[config.mk]
export PLATFORM = sky130hd
export DESIGN_NAME = lcd_msg_sequencer_flat
export DESIGN_NICKNAME = d
export VERILOG_FILES = /design/src/rtl/lcd_pkg.sv /design/src/rtl/lcd_msg_sequencer_if.sv /design/src/rtl/lcd_wait_timer.sv /design/src/rtl/lcd_msg_sequencer.sv /design/src/flat_wrapper.sv
export SDC_FILE = /design/constraint.sdc
export NUM_CORES = 1
export LEC_CHECK = 0
export BUFFER_PORTS_ARGS = -buffer_cell sky130_fd_sc_hd__buf_2
export CORE_ASPECT_RATIO = 1.75
export CORE_MARGIN = 2
export CORE_UTILIZATION = 41
export DETAILED_ROUTE_END_ITERATION = 7
export PLACE_DENSITY = 0.63
export SLEW_MARGIN = 20
export SYNTH_ARGS = -nofsm -noshare
export SYNTH_HDL_FRONTEND = slang
export SYNTH_HIERARCHICAL = 1
export SYNTH_SLANG_ARGS = --single-unit
export TNS_END_PERCENT = 10
[constraint.sdc]
create_clock -name iCLK -period 4.4 [get_ports iCLK]
set_clock_uncertainty 0.2 [all_clocks]
set_input_delay 0.44 -clock iCLK [delete_from_list [all_inputs] [get_ports iCLK]]
set_output_delay 0.44 -clock iCLK [all_outputs]
set_load 0.1 [all_outputs]
[src/rtl/lcd_pkg.sv]
// Shared types and constants for the LCD message sequencer: FSM states,
// HD44780 command bytes, sequence-index landmarks and the per-index byte table.
package lcd_pkg;

    typedef enum logic [2:0] {
        S_PWRUP = 3'd0,
        S_ISSUE = 3'd1,
        S_WAIT  = 3'd2,
        S_GAP   = 3'd3,
        S_IDLE  = 3'd4
    } state_t;

    localparam logic [7:0] LCD_FUNC_SET = 8'h38;
    localparam logic [7:0] LCD_DISP_ON  = 8'h0C;
    localparam logic [7:0] LCD_CLEAR    = 8'h01;
    localparam logic [7:0] LCD_ENTRY    = 8'h06;
    localparam logic [7:0] LCD_LINE1    = 8'h80;
    localparam logic [7:0] LCD_LINE2    = 8'hC0;

    localparam logic [5:0] IDX_CLEAR = 6'd2;
    localparam logic [5:0] IDX_LINE1 = 6'd4;
    localparam logic [5:0] IDX_LINE2 = 6'd21;
    localparam logic [5:0] IDX_LAST  = 6'd37;

    typedef struct packed {
        logic       rs;
        logic [7:0] data;
    } lcd_xfer_t;

    // Char c of a line sits at bits [127-8c -: 8]; {~c,3'b000} is 8*(15-c).
    function automatic lcd_xfer_t seq_entry(input logic [5:0]   idx,
                                            input logic [127:0] l1,
                                            input logic [127:0] l2);
        lcd_xfer_t  e;
        logic [3:0] c;
        e.rs   = 1'b0;
        e.data = 8'h00;
        c      = 4'd0;
        if (idx > IDX_LINE1 && idx < IDX_LINE2) begin
            c      = 4'(idx - 6'd5);
            e.rs   = 1'b1;
            e.data = l1[{~c, 3'b000} +: 8];
        end else if (idx > IDX_LINE2 && idx <= IDX_LAST) begin
            c      = 4'(idx - 6'd22);
            e.rs   = 1'b1;
            e.data = l2[{~c, 3'b000} +: 8];
        end else begin
            case (idx)
                6'd0:      e.data = LCD_FUNC_SET;
                6'd1:      e.data = LCD_DISP_ON;
                IDX_CLEAR: e.data = LCD_CLEAR;
                6'd3:      e.data = LCD_ENTRY;
                IDX_LINE1: e.data = LCD_LINE1;
                IDX_LINE2: e.data = LCD_LINE2;
                default:   e.data = 8'h00;
            endcase
        end
        return e;
    endfunction

endpackage

[src/rtl/lcd_msg_sequencer_if.sv]
// Byte-write handshake between the message sequencer and the LCD write controller.
interface lcd_msg_sequencer_if;
    // ctrl_Start is a one-cycle pulse carrying ctrl_RS/ctrl_DATA, which stay stable
    // until the controller finishes; ctrl_Done is a level whose rising edge marks
    // completion and which stays high until the next accepted start.
    logic       ctrl_Start;
    logic       ctrl_RS;
    logic [7:0] ctrl_DATA;
    logic       ctrl_Done;

    modport master (output ctrl_Start, output ctrl_RS, output ctrl_DATA, input ctrl_Done);
    modport slave  (input ctrl_Start, input ctrl_RS, input ctrl_DATA, output ctrl_Done);
endinterface

[src/rtl/lcd_wait_timer.sv]
// Saturating wait counter: 'start' loads a terminal count, 'done' pulses once
// when the count reaches it. Comes out of reset already running RST_LOAD.
module lcd_wait_timer #(
    parameter int            TW       = 20,
    parameter logic [TW-1:0] RST_LOAD = '0
) (
    input  logic          iCLK,
    input  logic          iRST_N,
    input  logic          start,
    input  logic [TW-1:0] load,
    output logic          done
);

    logic [TW-1:0] count;
    logic [TW-1:0] target;
    logic          running;

    always_ff @(posedge iCLK or negedge iRST_N) begin
        if (!iRST_N) begin
            count   <= '0;
            target  <= RST_LOAD;
            running <= 1'b1;
        end else if (start) begin
            count   <= '0;
            target  <= load;
            running <= 1'b1;
        end else if (running) begin
            if (count == target) begin
                running <= 1'b0;
            end else begin
                count <= count + 1'b1;
            end
        end
    end

    assign done = running && (count == target);

endmodule

[src/rtl/lcd_msg_sequencer.sv]
// Drives the LCD byte-write controller: power-up init, two 16-char lines, and
// on request a refresh of both lines from a snapshot, with command gaps.
module lcd_msg_sequencer
    import lcd_pkg::*;
#(
    parameter int PWR_WAIT = 750000,
    parameter int CMD_WAIT = 2000,
    parameter int CLR_WAIT = 82000
) (
    input  logic                 iCLK,
    input  logic                 iRST_N,
    input  logic                 iStart,
    input  logic [127:0]         iLine1,
    input  logic [127:0]         iLine2,
    output logic                 oReady,
    lcd_msg_sequencer_if.master  ctrl,
    output state_t               dbg_state,
    output logic [5:0]           dbg_index
);

    localparam int MAX_WAIT = (PWR_WAIT > CMD_WAIT)
                            ? ((PWR_WAIT > CLR_WAIT) ? PWR_WAIT : CLR_WAIT)
                            : ((CMD_WAIT > CLR_WAIT) ? CMD_WAIT : CLR_WAIT);
    // +1 so a power-of-two wait still fits its own terminal value.
    localparam int TW = (MAX_WAIT < 1) ? 1 : $clog2(MAX_WAIT + 1);

    state_t        state;
    logic [5:0]    index;
    logic [5:0]    nxt_index;
    logic [127:0]  line1_q;
    logic [127:0]  line2_q;
    logic [127:0]  nxt_line1;
    logic [127:0]  nxt_line2;
    lcd_xfer_t     nxt_xfer;
    logic          done_q;
    logic          done_rise;
    logic          start_q;
    logic          ready_q;
    logic          rs_q;
    logic [7:0]    data_q;
    logic          tmr_start;
    logic          tmr_done;
    logic [TW-1:0] tmr_load;

    assign done_rise = ctrl.ctrl_Done & ~done_q;

    // The byte for the next transaction is computed from the text being captured
    // in the same cycle when entering from power-up or idle.
    always_comb begin
        nxt_index = index + 6'd1;
        nxt_line1 = line1_q;
        nxt_line2 = line2_q;
        if (state == S_PWRUP) begin
            nxt_index = 6'd0;
            nxt_line1 = iLine1;
            nxt_line2 = iLine2;
        end else if (state == S_IDLE) begin
            nxt_index = IDX_LINE1;
            nxt_line1 = iLine1;
            nxt_line2 = iLine2;
        end
        nxt_xfer = seq_entry(nxt_index, nxt_line1, nxt_line2);
    end

    always_comb begin
        tmr_start = (state == S_WAIT) && done_rise;
        tmr_load  = (index == IDX_CLEAR) ? TW'(CLR_WAIT) : TW'(CMD_WAIT);
    end

    lcd_wait_timer #(
        .TW       (TW),
        .RST_LOAD (TW'(PWR_WAIT))
    ) u_timer (
        .iCLK   (iCLK),
        .iRST_N (iRST_N),
        .start  (tmr_start),
        .load   (tmr_load),
        .done   (tmr_done)
    );

    always_ff @(posedge iCLK or negedge iRST_N) begin
        if (!iRST_N) begin
            state   <= S_PWRUP;
            index   <= 6'd0;
            line1_q <= {16{8'h20}};
            line2_q <= {16{8'h20}};
            done_q  <= 1'b0;
            start_q <= 1'b0;
            ready_q <= 1'b0;
            rs_q    <= 1'b0;
            data_q  <= 8'h00;
        end else begin
            done_q  <= ctrl.ctrl_Done;
            start_q <= 1'b0;
            case (state)
                S_PWRUP: begin
                    if (tmr_done) begin
                        line1_q <= iLine1;
                        line2_q <= iLine2;
                        index   <= nxt_index;
                        rs_q    <= nxt_xfer.rs;
                        data_q  <= nxt_xfer.data;
                        start_q <= 1'b1;
                        state   <= S_ISSUE;
                    end
                end
                S_ISSUE: state <= S_WAIT;
                S_WAIT: begin
                    // A Done still high from the previous transaction has no edge.
                    if (done_rise) state <= S_GAP;
                end
                S_GAP: begin
                    if (tmr_done) begin
                        if (index == IDX_LAST) begin
                            ready_q <= 1'b1;
                            state   <= S_IDLE;
                        end else begin
                            index   <= nxt_index;
                            rs_q    <= nxt_xfer.rs;
                            data_q  <= nxt_xfer.data;
                            start_q <= 1'b1;
                            state   <= S_ISSUE;
                        end
                    end
                end
                S_IDLE: begin
                    if (iStart) begin
                        line1_q <= iLine1;
                        line2_q <= iLine2;
                        index   <= nxt_index;
                        rs_q    <= nxt_xfer.rs;
                        data_q  <= nxt_xfer.data;
                        start_q <= 1'b1;
                        ready_q <= 1'b0;
                        state   <= S_ISSUE;
                    end
                end
                default: state <= S_PWRUP;
            endcase
        end
    end

    assign ctrl.ctrl_Start = start_q;
    assign ctrl.ctrl_RS    = rs_q;
    assign ctrl.ctrl_DATA  = data_q;
    assign oReady          = ready_q;
    assign dbg_state       = state;
    assign dbg_index       = index;

endmodule
[src/flat_wrapper.sv]
// flat-port wrapper written by rule: the top's interface ports become plain ports
module lcd_msg_sequencer_flat import lcd_pkg::*;
#(
    parameter int PWR_WAIT = 750000,
    parameter int CMD_WAIT = 2000,
    parameter int CLR_WAIT = 82000
)
  (iCLK, iRST_N, iStart, iLine1, iLine2, oReady, dbg_state, dbg_index, ctrl_ctrl_Start, ctrl_ctrl_RS, ctrl_ctrl_DATA, ctrl_ctrl_Done);
  lcd_msg_sequencer_if ctrl_i ();
  input  logic iCLK;
  input  logic iRST_N;
  input  logic iStart;
  input  logic [127:0] iLine1;
  input  logic [127:0] iLine2;
  output logic oReady;
  output state_t dbg_state;
  output logic [5:0] dbg_index;
  output wire logic [$bits(ctrl_i.ctrl_Start)-1:0] ctrl_ctrl_Start;
  output wire logic [$bits(ctrl_i.ctrl_RS)-1:0] ctrl_ctrl_RS;
  output wire logic [$bits(ctrl_i.ctrl_DATA)-1:0] ctrl_ctrl_DATA;
  input wire logic [$bits(ctrl_i.ctrl_Done)-1:0] ctrl_ctrl_Done;
  assign ctrl_ctrl_Start = ctrl_i.ctrl_Start;
  assign ctrl_ctrl_RS = ctrl_i.ctrl_RS;
  assign ctrl_ctrl_DATA = ctrl_i.ctrl_DATA;
  assign ctrl_i.ctrl_Done = ctrl_ctrl_Done;
  lcd_msg_sequencer #(.PWR_WAIT(PWR_WAIT), .CMD_WAIT(CMD_WAIT), .CLR_WAIT(CLR_WAIT)) u_core (.iCLK(iCLK), .iRST_N(iRST_N), .iStart(iStart), .iLine1(iLine1), .iLine2(iLine2), .oReady(oReady), .ctrl(ctrl_i), .dbg_state(dbg_state), .dbg_index(dbg_index));
endmodule
==> metrics <==
number of hold violations in the final report=0; run status=complete, no violations; die width=about 150 um; WL final=around 47,000 um; post-route minimum period=about 3.6 ns; share of layout cells above drive strength 1=about 45%; clock-pin slew reported for the worst setup and hold paths after clock tree synthesis=around 0.06 ns; number of buffers inserted by port buffering=279; setup violation total in the final timing report=0; max-cap viol count=0; placer congestion estimate=~0.86; Setup TNS=0 ns; number of synthesized register bits=around 320; post-synthesis cell area=about 16,000 sq um; aggregate global routing overflow=0; first-pass GRT wire length=approximately 74,000 um; DR pass1 iterations=5; Overall Global Routing Usage=between 20% and 30%; Chip Height=between 200 and 300 um; setup repair bufs after CTS=0; worst slew margin relative to its limit=33.7%; main area contributors after synthesis=sky130_fd_sc_hd__dfrtp_1 43%, sky130_fd_sc_hd__mux2_2 20%, sky130_fd_sc_hd__mux4_2 8.4%, sky130_fd_sc_hd__dfstp_2 7.1%, sky130_fd_sc_hd__mux2i_1 3.2%; number of global-route vias before repair=between 10,000 and 15,000; setup repair after global routing missed its margin=no; proportion of synthesized flip-flops having asynchronous set or reset=between 90% and 100%; # H-tree levels=1; flip-flop cell with the highest count after synthesis=sky130_fd_sc_hd__dfrtp_1; Synth Area per Inst=~14 sq um; worst slew pin tran=0.994 ns; initial antenna violation count=8; setup slack of the critical path after layout=between 0.7 and 0.8 ns; pin count of the biggest net entering global routing=approximately 120; power density over the cells=around 340 nW/um^2; First DRT Iteration DRCs=approximately 530; TritonCTS clock tree=done; total half-perimeter wirelength after legalization and detailed placement=slightly above 30,000 um; cells resized by post-CTS repair=0; critical path fanouts, max=20; clock buffer depth=3; CORE AREA=~38,000 sq um; biggest area consumer among synthesized cells=sky130_fd_sc_hd__dfrtp_1; clk_lat worst skew=between 0.5 and 0.6 ns; maximum clock frequency=between 200 and 300 MHz; area overhead of the layout relative to synthesis=34.8%; count of boundary I/O pins=280; required time reported for the critical path endpoint=4.64 ns; DRC Markers=0; most common cell after layout, fill and taps aside=sky130_fd_sc_hd__mux2_2; share of Yosys cell area claimed by the top area cell type=43.5%; period utilization=between 80% and 90%; remaining antenna violation count after routing=0; per-cell routed wire length=roughly 21 um; count of distinct cell types in the synthesized netlist=between 70 and 80; Layout fillers=~3,000; sequential element share of the synthesized area=approximately half; highest-count cells in the layout ignoring fill and taps=284 x sky130_fd_sc_hd__mux2_2, 278 x sky130_fd_sc_hd__buf_2, 274 x sky130_fd_sc_hd__dfrtp_1, 259 x sky130_fd_sc_hd__dlygate4sd3_1, 65 x sky130_fd_sc_hd__nand2_1; # nets final=1,930; area enclosed by the die boundary=roughly 40,000 sq um; number of synthesized flops with an enable pin=0; clock buffers created by TritonCTS=31; type of origin of the critical path=flop; data arrival time of the critical path=~3.9 ns; pre-CTS setup slack=between 0.8 and 0.9 ns; Max VDD drop=~0.00034 V; Yosys warning count=6; initial core utilization=just over 40%; Leak Pwr=roughly 9 nW; total number of placement rows=95; final number of max-transition violations=0; CP Capture Type=flop; path class of the lowest-slack min-delay path=input port to asynchronous set/reset pin; total vias in the final route=between 10,000 and 15,000; Sink Count=318; critical path class=flop to flop; DR vias/cell=5.35; number of instances in the synthesized netlist=1,143; clock root cell=sky130_fd_sc_hd__clkbuf_16
## logic make-up (layout without fill, tap and decap cells)
logic type                 Yosys count  after routing  synth area share, %
DFF                                318            318                 50.6
muxes                              399            399                 32.6
and+or+nand+nor                    177            177                 5.90
AOI/OAI and AO/OA                  120            120                 5.44
xor gates and xnor gates            33             33                 2.11
adders and majority gates            5              5                0.395
buffers and inverters               89            624                 2.90
other                                2             22               0.0475
## metal layers
metal / up-vias / routed length, um / GRT usage (%)
li1: 5304 / - / -
met1: 5922 / 16900 / 26.0
met2: 364 / 25500 / 43.7
met3: 93 / 2300 / 3.66
met4: 0 / 1800 / 9.41
met5: - / 0 / 0
## report_power, final
group	leakage, nW	total [mW]	switching (mW)	internal, mW
Sequential	3.69	3.49	0.246	3.25
Combinational	4.89	1.07	0.431	0.635
Clock	0.499	2.69	1.15	1.54
Total	9.08	7.25	1.83	5.42
## sequential cells by signal, indices dropped and copies added (netlist names), 3 cells and up
name / cells
u_core/u_timer/count: 20
u_core/ctrl.ctrl_DATA: 8
u_core/dbg_state: 3
u_core/line2_q: 128
u_core/dbg_index: 6
u_core/u_timer/target: 20
u_core/line1_q: 128
## per-stage QoR
| stage | total power [mW] | hold WS [ns] | instance area [sq um] | util [%] | cells |
|---|---|---|---|---|---|
| after floorplan | 4.04 | -0.0556 | 15900 | - | 1155 |
| after global placement | 4.38 | 0.281 | 17700 | 46.3 | 1858 |
| after detailed placement | 4.42 | 0.291 | 17700 | 46.3 | 1858 |
| after CTS | 7.33 | 0.305 | 21300 | 55.7 | 2175 |
| after global routing | 7.59 | 0.318 | 21300 | 55.7 | 2183 |
| final | 7.25 | 0.278 | 21300 | 55.7 | 2183 |
## critical path, stage by stage (launching register included)
cell                        delay, ns
sky130_fd_sc_hd__dfrtp_4         0.48
sky130_fd_sc_hd__ha_1            0.32
sky130_fd_sc_hd__xor2_2          0.21
sky130_fd_sc_hd__o21ai_0         0.34
sky130_fd_sc_hd__inv_1           0.09
sky130_fd_sc_hd__ha_1            0.32
sky130_fd_sc_hd__buf_4           0.27
sky130_fd_sc_hd__mux4_2          0.33
sky130_fd_sc_hd__nand2_1         0.09
sky130_fd_sc_hd__a31oi_1         0.10
sky130_fd_sc_hd__mux2_2          0.33
sky130_fd_sc_hd__a2111oi_4       0.36
sky130_fd_sc_hd__a211oi_2        0.05
## final timing paths
kind,endpoint,from,depth (start not counted),slack [ns]
max,u_core/ctrl.ctrl_DATA[2]$_DFFE_PN0P_,u_core/dbg_index[0]$_DFFE_PN0P_,12,0.76
min in group iCLK,u_core/line1_q[98]$_DFFE_PN0P_,u_core/line1_q[98]$_DFFE_PN0P_,1,0.30
min reg2reg,u_core/line1_q[98]$_DFFE_PN0P_,u_core/line1_q[98]$_DFFE_PN0P_,1,0.30
min,u_core/line1_q[52]$_DFFE_PN0P_,iRST_N,2,0.28
max in group asynchronous,u_core/line2_q[109]$_DFFE_PN1P_,iRST_N,3,2.54
max reg2reg,u_core/ctrl.ctrl_DATA[2]$_DFFE_PN0P_,u_core/dbg_index[0]$_DFFE_PN0P_,12,0.76
## Yosys cell counts (3+ instances only)
master	instances
sky130_fd_sc_hd__mux2_2	284
sky130_fd_sc_hd__dfrtp_1	275
sky130_fd_sc_hd__nand2_1	65
sky130_fd_sc_hd__mux4_2	59
sky130_fd_sc_hd__mux2i_1	51
sky130_fd_sc_hd__buf_2	43
sky130_fd_sc_hd__dfstp_2	43
sky130_fd_sc_hd__a21oi_1	35
sky130_fd_sc_hd__xnor2_1	30
sky130_fd_sc_hd__nor2_1	25
sky130_fd_sc_hd__clkbuf_1	19
sky130_fd_sc_hd__nand3_1	16
sky130_fd_sc_hd__o21ai_0	16
sky130_fd_sc_hd__nand4_1	15
sky130_fd_sc_hd__a32oi_1	12
sky130_fd_sc_hd__buf_4	11
sky130_fd_sc_hd__inv_1	9
sky130_fd_sc_hd__a2111oi_0	8
sky130_fd_sc_hd__a211oi_1	8
sky130_fd_sc_hd__or3_1	7
sky130_fd_sc_hd__and3_1	6
sky130_fd_sc_hd__o31ai_1	6
sky130_fd_sc_hd__or4_1	6
sky130_fd_sc_hd__a31oi_1	5
sky130_fd_sc_hd__and2_1	5
sky130_fd_sc_hd__ha_1	5
sky130_fd_sc_hd__buf_6	4
sky130_fd_sc_hd__nand3b_1	4
sky130_fd_sc_hd__o21a_1	4
sky130_fd_sc_hd__and4_1	3
sky130_fd_sc_hd__buf_1	3
sky130_fd_sc_hd__mux4_1	3
sky130_fd_sc_hd__nand2b_1	3
sky130_fd_sc_hd__nor4_1	3
sky130_fd_sc_hd__nor4b_1	3
sky130_fd_sc_hd__o21ba_2	3
sky130_fd_sc_hd__o41ai_1	3
## repair_timing
action	4_1_cts	5_1_grt
setup endpoints to repair	0	0
hold endpoints to repair	353	0
hold buffers	259	0
## layout make-up
cell class | count | area (sq um) | share of cell area, %
Timing Repair Buffer | 557 | 4200 | 19.7
Antenna cell | 8 | 20.0 | 0.0939
Tap cell | 485 | 607 | 2.85
Clock buffer | 50 | 917 | 4.30
Multi-Input combinational cell | 748 | 7440 | 34.9
Inverter | 9 | 33.8 | 0.158
Clock inverter | 8 | 93.8 | 0.440
Sequential cell | 318 | 8020 | 37.6
Note: power is estimated with default switching activity, not from simulation.
